--- src/rtl/scalar_wb_arbiter.sv ---
// Round-robin arbiter for the scalar register-file write port (ALU, LD/ST, BRANCH).
// One holding buffer per functional unit feeds a registered writeback bundle.
module scalar_wb_arbiter #(
  parameter int NREQ   = 3,
  parameter int WORD_W = 32,
  parameter int REG_W  = 5
) (
  input  logic                     CLK,
  input  logic                     RST,
  input  logic [NREQ-1:0]          req_valid,
  output logic [NREQ-1:0]          req_ready,
  input  logic [NREQ*REG_W-1:0]    req_rd,
  input  logic [NREQ*WORD_W-1:0]   req_data,
  input  logic [NREQ-1:0]          req_spec,
  input  logic                     flush,
  output logic                     wb_s_rw_en,
  output logic [REG_W-1:0]         wb_s_rw,
  output logic [WORD_W-1:0]        wb_s_wdata,
  output logic                     wb_alu_done,
  output logic                     wb_load_done,
  output logic                     wb_br_done,
  output logic [1:0]               wb_grant_id,
  output logic [1:0]               dbg_rr_ptr
);

  logic [NREQ-1:0]   buf_v;
  logic [NREQ-1:0]   buf_spec;
  logic [REG_W-1:0]  buf_rd   [NREQ];
  logic [WORD_W-1:0] buf_data [NREQ];

  logic [1:0]        rr_ptr;
  logic [NREQ-1:0]   eligible;
  logic [NREQ-1:0]   grant;
  logic [1:0]        grant_idx;
  logic              grant_any;
  int                cand;

  // Handshake: FU i hands over its result on a rising edge where
  // req_valid[i] & req_ready[i]; ready depends only on buffer state and grant.
  assign req_ready  = ~buf_v | grant;
  assign dbg_rr_ptr = rr_ptr;

  // Speculative buffers are masked during a flush so they can never reach the port.
  always_comb begin
    eligible  = buf_v & ~(buf_spec & {NREQ{flush}});
    grant     = '0;
    grant_idx = '0;
    grant_any = 1'b0;
    cand      = 0;
    for (int k = 0; k < NREQ; k++) begin
      cand = (int'(rr_ptr) + k) % NREQ;
      if (!grant_any && eligible[cand]) begin
        grant_any   = 1'b1;
        grant[cand] = 1'b1;
        grant_idx   = cand[1:0];
      end
    end
  end

  always_ff @(posedge CLK or posedge RST) begin
    if (RST) begin
      buf_v    <= '0;
      buf_spec <= '0;
      for (int i = 0; i < NREQ; i++) begin
        buf_rd[i]   <= '0;
        buf_data[i] <= '0;
      end
    end else begin
      for (int i = 0; i < NREQ; i++) begin
        if (req_valid[i] && req_ready[i]) begin
          buf_v[i]    <= !(flush && req_spec[i]);
          buf_spec[i] <= req_spec[i];
          buf_rd[i]   <= req_rd[i*REG_W +: REG_W];
          buf_data[i] <= req_data[i*WORD_W +: WORD_W];
        end else if (grant[i] || (flush && buf_spec[i])) begin
          buf_v[i] <= 1'b0;
        end
      end
    end
  end

  // Index/data/id hold their last value when nothing is granted.
  always_ff @(posedge CLK or posedge RST) begin
    if (RST) begin
      rr_ptr       <= '0;
      wb_s_rw_en   <= 1'b0;
      wb_s_rw      <= '0;
      wb_s_wdata   <= '0;
      wb_grant_id  <= '0;
      wb_alu_done  <= 1'b0;
      wb_load_done <= 1'b0;
      wb_br_done   <= 1'b0;
    end else begin
      wb_alu_done  <= grant[0];
      wb_load_done <= grant[1];
      wb_br_done   <= grant[2];
      wb_s_rw_en   <= grant_any && (buf_rd[grant_idx] != '0);
      if (grant_any) begin
        wb_s_rw     <= buf_rd[grant_idx];
        wb_s_wdata  <= buf_data[grant_idx];
        wb_grant_id <= grant_idx;
        rr_ptr      <= (grant_idx == 2'(NREQ - 1)) ? 2'd0 : grant_idx + 2'd1;
      end
    end
  end

endmodule
--- config.mk ---
export PLATFORM = sky130hd
export DESIGN_NAME = scalar_wb_arbiter
export DESIGN_NICKNAME = d
export VERILOG_FILES = /design/src/rtl/scalar_wb_arbiter.sv
export SDC_FILE = /design/constraint.sdc
export NUM_CORES = 1
export LEC_CHECK = 0
export CAP_MARGIN = 20
export CORE_MARGIN = 4
export CORE_UTILIZATION = 47
export CTS_BUF_LIST = sky130_fd_sc_hd__clkbuf_4
export CTS_CLUSTER_DIAMETER = 200
export DETAILED_ROUTE_END_ITERATION = 10
export PLACE_DENSITY = 0.79
export SYNTH_ARGS = -nofsm -noshare
export SYNTH_HDL_FRONTEND = slang
export SYNTH_SLANG_ARGS = --single-unit
--- constraint.sdc ---
create_clock -name CLK -period 5.1 [get_ports CLK]
set_input_delay 1.02 -clock CLK [delete_from_list [all_inputs] [get_ports CLK]]
set_output_delay 1.02 -clock CLK [all_outputs]
set_load 0.01 [all_outputs]
==> out/results.ini, run 1 <==
[placed_design]
placedCellCount=868
gpl.final_weighted_congestion=0.887
place_worst_setup_slack_ps=558
dp.final_hpwl_um=11500
port_buffers=167

[detailed_routing]
routed-via-count=4884
antenna_nets_post_route=0
finalWirelength_um=17300
routedWlPerCell_um=19.2
drc=0
drt-initial-drc-count=399
drtPass1Iterations=5
route.detailed.vias_per_inst=5.43

[synth]
synth.avg_cell_area_um2=14.2
syn_nets=640
synth.largest_area_cell=sky130_fd_sc_hd__dfrtp_1
synth-seq-area-share=0.554
netlist-cell-type-count=55
yosysWarnings=0
yosys.area_share.simple=0.0352
most_common_cell_in_the_netlist=sky130_fd_sc_hd__dfrtp_1
synth_compound_area_frac=0.101
synth.cells.most_frequent=sky130_fd_sc_hd__dfrtp_1 (162), sky130_fd_sc_hd__mux2_2 (80), sky130_fd_sc_hd__mux2_4 (40), sky130_fd_sc_hd__mux2i_1 (39), sky130_fd_sc_hd__o21ai_0 (37)
synth_async_sr_flop_share=1.00
synthesis.area_um2=7320
synth_xor_area_frac=0
synth_top_family_by_area=multiplexers
netlist_top_cells_area=sky130_fd_sc_hd__dfrtp_1 (55%), sky130_fd_sc_hd__mux2_2 (12%), sky130_fd_sc_hd__mux2_4 (8.2%)
synthCells=516
synthAdderAreaFrac=0.00820
synth_enable_flop_cells=0
synth_mux_area_frac=0.258
synth_top_flop_cell=sky130_fd_sc_hd__dfrtp_1
synth_seq_cells=162
synth_top_area_share=0.554

[critical_path]
timing.critical_path.buf_inv=2
cp_slowest_stage_delay_ps=750
crit_path_frequent_cell=sky130_fd_sc_hd__clkdlybuf4s50_1
worst-endpoint-required_ps=4080
worst_path_max_delay_cell=sky130_fd_sc_hd__clkdlybuf4s50_1
worst_path_dominant_cell_family=buffers and inverters
critical_path.cell_chain=clkdlybuf4s50_1, a21bo_1, nor4_1, o221a_1, a221oi_2, nand2_1, clkdlybuf4s50_1
critPathArrivalTime_ps=3540
critical_path.startpoint_type=primary input
worst_setup_path_end_kind=output pin
crit_fanout=11
critPathKind=primary input to output pin

[global_routing]
groute.usage.overall=0.203
global_route_wire_length_before_repair_um=28300
grt.overflow.total=0
grt_start_max_net_pins=141
initial_antenna_violation_count=0
number_of_global_route_vias_before_repair=5393

[sta]
tightest_slew_ps=744
period_share=0.895
fmax_mhz=219
layout_setup_ws_ps=537
maxSlewViolCount=0
fin_tns_setup_ps=0
final_hold_viol_count=0
worst_slew_margin_rel=0.501
setup_viol=0
clock-skew-final_ps=16.7
unrepaired_setup_endpoints_after_global_routing=no
period_needed_ps=4560

[worst_hold_path]
worstHoldPathType=flip-flop to flip-flop

[clock_tree]
h_tree_lvls=4
cts-resized-gates=0
clk_latency_ps=540
tritoncts=built
total_clock_sinks=162
cts_inserted_buffers=17
cts.hold.buffers_added=0
clock_tree.buffer_depth=2
clk_pin_slew_ps=130
cts.root.buffer_cell=sky130_fd_sc_hd__clkbuf_4
post-cts-setup-buffers=0

[die]
dieArea_um2=17600
dieWidth_um=133
die-height_um=133
design.portCount=168
start_util=0.480
num_rows=45
placeableCoreArea_um2=15300

[final_layout]
layout.cells.non_filler=900
area_growth_pct=28.3
insertedDiodeCount=0
drive_gt1_frac=0.254
finish.net_count=800

[power]
worst_ir_drop_vdd_uv=505
power.static_leakage_nw=3.88
power_density_nw_per_um2=698

[run]
cap_viol_max_count=0

[status]
status=finished clean

[cell type report]
class | count | area, um^2
clock buffer | 20 | 150
sequential | 162 | 4050
clock inverter | 12 | 155
fill | 1183 | 5870
multi-input combinational | 312 | 2980
inverter | 9 | 37.5
tap | 211 | 264
timing repair buffer | 174 | 1750
[worst reg2reg max path: cells and delay by family (launching register included)]
family | cells | cell delay (ps)
AOI/OAI and AO/OA | 3 | 510
adders and majority gates | 1 | 470
buffers and inverters | 3 | 940
DFF | 1 | 450
muxes | 1 | 430
and+or+nand+nor | 1 | 490
[sequential cells by signal, summed over array words and instances (netlist names)]
register,cells
wb_alu_done,1
buf_v,3
dbg_rr_ptr,2
buf_rd,15
buf_data,96
wb_grant_id,2
wb_br_done,1
buf_spec,3
wb_load_done,1
wb_s_rw_en,1
wb_s_rw,5
wb_s_wdata,32
[cells in the final DEF (no fill, tap or decap), types with 3 or more instances in the layout]
cell and count:
sky130_fd_sc_hd__clkdlybuf4s50_1 167, sky130_fd_sc_hd__dfrtp_1 162, sky130_fd_sc_hd__mux2_2 80, sky130_fd_sc_hd__mux2_4 40, sky130_fd_sc_hd__mux2i_1 39, sky130_fd_sc_hd__o21ai_0 37, sky130_fd_sc_hd__a22oi_1 33, sky130_fd_sc_hd__clkbuf_4 20
sky130_fd_sc_hd__nand2_1 17, sky130_fd_sc_hd__inv_1 8, sky130_fd_sc_hd__a21oi_1 5, sky130_fd_sc_hd__clkinvlp_4 5, sky130_fd_sc_hd__o21ai_1 5, sky130_fd_sc_hd__buf_4 5, sky130_fd_sc_hd__nor3_1 4, sky130_fd_sc_hd__ha_1 4
sky130_fd_sc_hd__nor2b_1 3, sky130_fd_sc_hd__nand2b_1 3, sky130_fd_sc_hd__a21o_1 3, sky130_fd_sc_hd__bufinv_16 3
[final timing paths]
kind / startpoint / end / slack [ps] / cells after the start
worst min-delay path: wb_s_rw[4] / wb_s_rw[4] / 500 / 2
min in group asynchronous: RST / wb_s_rw[3] / 870 / 2
worst max-delay path: flush / req_ready[1] / 540 / 7
max in group asynchronous: RST / wb_s_wdata[18] / 3130 / 3
worst min register to register: wb_s_rw[4] / wb_s_rw[4] / 500 / 2
worst max register to register: dbg_rr_ptr[0] / buf_data[62] / 1710 / 9
[stage by stage]
stage          total power, mW  cell area (um^2)  hold slack, ps   util
2_1_floorplan             4.75              7320             469      -
3_3_place_gp              5.65              9090             458  0.596
3_5_place_dp              5.81              9090             475  0.596
4_1_cts                   6.61              9390             504  0.616
5_1_grt                   7.03              9390             535  0.616
6_report                  6.56              9390             497  0.616
[power breakdown]
group          switching (mW)  leakage [nW]  internal [mW]  total [mW]
clock                   0.446         0.154          0.357       0.803
sequential              0.386          1.92           1.98        2.36
combinational            1.65          1.81           1.74        3.39
[cells by family (layout without fill, tap and decap cells)]
family                     count (synthesis)  in the layout
DFF                                      162            162
muxes                                    159            159
AOI/OAI and AO/OA                        106            106
and+or+nand+nor                           42             42
buffers and inverters                     42            215
adders and majority gates                  5              5
[routing by layer]
metal	global-route usage	up-vias	routed length [um]
li1	-	2205	-
met1	0.246	2474	7280
met2	0.344	178	8740
met3	0.0643	27	986
met4	0.0670	0	301
met5	0	-	0
Note: power is estimated with default switching activity, not from simulation.
==> run 2: changes to the inputs <==
ABC_CLOCK_PERIOD_IN_PS = 5100   (was unset)
CORE_UTILIZATION = 25   (was 47)
CTS_CLUSTER_DIAMETER = 60   (was 200)
PLACE_DENSITY = 0.47   (was 0.79)
==> run 2 against run 1 <==
Maximum frequency grew 0.37%. Flip-flop and latch count unchanged. Combinational power barely moved. Largest cell class unchanged. Utilization is 28 points lower. Final cell count rose by 19%. Worst setup slack better by 17 ps. Sequential share of layout area down 0.73 points. Routed wire length rose by 14%.
==> out/results.ini, run 2 (synthesis gave the netlist of run 1 again) <==
[status]
status=finished clean

[power]
worst_ir_drop_vdd_uv=340
netSwitchingFraction=0.399
power.static_leakage_nw=3.85
switching_power_of_the_nets_mw=2.60
pwr-share-seq=0.362
power_density_nw_per_um2=682
combPwrFrac=0.526
internal_power_mw=3.92
clkPwrFrac=0.112

[worst_hold_path]
worstHoldPathType=flip-flop to flip-flop
holdCritStartpoint=wb_grant_id[0]

[final_layout]
register_area_um2=4050
largest_register=buf_data
flip_flop_count_of_the_largest_register_all_copies_and_words_added=96
layout.cells.most_common_list=sky130_fd_sc_hd__clkdlybuf4s50_1 (167), sky130_fd_sc_hd__dfrtp_1 (162), sky130_fd_sc_hd__mux2_2 (80)
fin_util=0.332
layout.cells.most_common=sky130_fd_sc_hd__clkdlybuf4s50_1
drive_gt1_frac=0.255
finish.net_count=801
fillerInstances=2845
area_growth_pct=30.5
largest_registers=buf_data: 96 flops, wb_s_wdata: 32 flops, buf_rd: 15 flops
multi_input_comb_area_um2=2980

[critical_path]
critical_path.startpoint_type=primary input
worst_r2r_endpoint=buf_rd[10]
worst-endpoint-required_ps=4080
crit_fanout=11
critPathKind=primary input to output pin
critPathArrivalTime_ps=3530
worst_setup_path_end_kind=output pin
worst-r2r-setup-slack_ps=1730
worstSetupEndpoint=req_ready[1]
worstSetupStartpoint=flush
path_depth_of_the_worst_reg2reg_path=8
critical_path.reg2reg.startpoint=dbg_rr_ptr[0]

[clock_tree]
cts.hold.buffers_added=0
cts_inserted_buffers=17
post-cts-setup-buffers=0
total_clock_sinks=162
clk_pin_slew_ps=140
clk_latency_ps=530
h_tree_lvls=4
tritoncts=built
cts-resized-gates=0
cts.root.buffer_cell=sky130_fd_sc_hd__clkbuf_4
clock_tree.buffer_depth=2

[detailed_routing]
antenna_nets_post_route=0
drt-initial-drc-count=249
drtPass1Iterations=4
route.detailed.vias_per_inst=4.50
routed-via-count=4832
finalWirelength_um=19700
routedWlPerCell_um=18.3
drc=0

[sta]
maxSlewViolCount=0
setup_viol=0
period_needed_ps=4550
clock-skew-final_ps=27.2
final_hold_viol_count=0
period_share=0.891
fin_tns_setup_ps=0
unrepaired_setup_endpoints_after_global_routing=no
tightest_slew_ps=887
worst_slew_margin_rel=0.409
fmax_mhz=220

[die]
placeableCoreArea_um2=28800
die-height_um=179
num_rows=62
start_util=0.254
dieArea_um2=32100
dieWidth_um=179
design.portCount=168

[global_routing]
groute.usage.overall=0.124
grt_start_max_net_pins=163
grt.overflow.total=0
initial_antenna_violation_count=1
global_route_wire_length_before_repair_um=30700
number_of_global_route_vias_before_repair=5367

[placed_design]
dp.final_hpwl_um=12800
gpl.final_weighted_congestion=0.773
port_buffers=167

[run]
cap_viol_max_count=0

## run 2: cell types whose count changed in the layout (fill, tap and decap cells not counted), sizes merged
| cell | delta |
|---|---|
| bufinv | -3 |
| diode | +1 |
| inv | +3 |
| clkinv | +2 |
| clkbuf | -3 |
| buf | +1 |
## run 2: layout make-up
cell class              count  share of cell area
inverters                   9             0.00393
repair buffers            175               0.183
clock buffers              17              0.0134
multi-input cells         312               0.312
clock inverters            14              0.0132
diodes                      1            0.000262
well taps                 384              0.0503
flip-flops and latches    162               0.424
## run 2: worst min-delay path by stage
stage	endpoint	slack, ps	depth (start not counted)
3_5_place_dp	wb_grant_id[0]	470	1
3_3_place_gp	wb_grant_id[0]	460	1
5_1_grt	wb_grant_id[0]	520	1
4_1_cts	wb_grant_id[0]	500	1
6_report	wb_grant_id[0]	490	1
2_1_floorplan	wb_s_wdata[20]	470	2
## run 2: critical path, stage by stage
cell and delay [ps]:
sky130_fd_sc_hd__clkdlybuf4s50_1 650, sky130_fd_sc_hd__a21bo_1 410, sky130_fd_sc_hd__and3_1 220, sky130_fd_sc_hd__o221a_1 240
sky130_fd_sc_hd__a221oi_2 330, sky130_fd_sc_hd__nand2_1 140, sky130_fd_sc_hd__clkdlybuf4s50_1 500
## run 2: power groups by stage
stage                     sequential, mW  combinational, mW  clock [mW]
after floorplan                     2.37               2.39           0
after global placement              2.38               3.41           0
after detailed placement            2.40               3.48           0
after CTS                           2.37               3.50       0.780
after global routing                2.45               3.76       0.820
final                               2.36               3.42       0.730
## run 2: routing by layer
metal	wire, um	part of all wire	up-vias	track usage
met5	0	0	-	0
met4	202	0.010	0	0.0324
met3	962	0.049	12	0.0299
met2	9960	0.51	134	0.215
met1	8570	0.43	2467	0.156
li1	-	-	2219	-
## run 2: metrics by stage
stage / area [um^2] / hold WS, ps / worst slack [ps] / instances / power (mW)
final: 9560 / 494 / 554 / 1074 / 6.51
after detailed placement: 9300 / 466 / 535 / 1042 / 5.88
after CTS: 9550 / 499 / 522 / 1073 / 6.65
after global placement: 9300 / 459 / 590 / 1042 / 5.79
after global routing: 9560 / 522 / 396 / 1074 / 7.03
after floorplan: 7320 / 469 / 1920 / 516 / 4.75
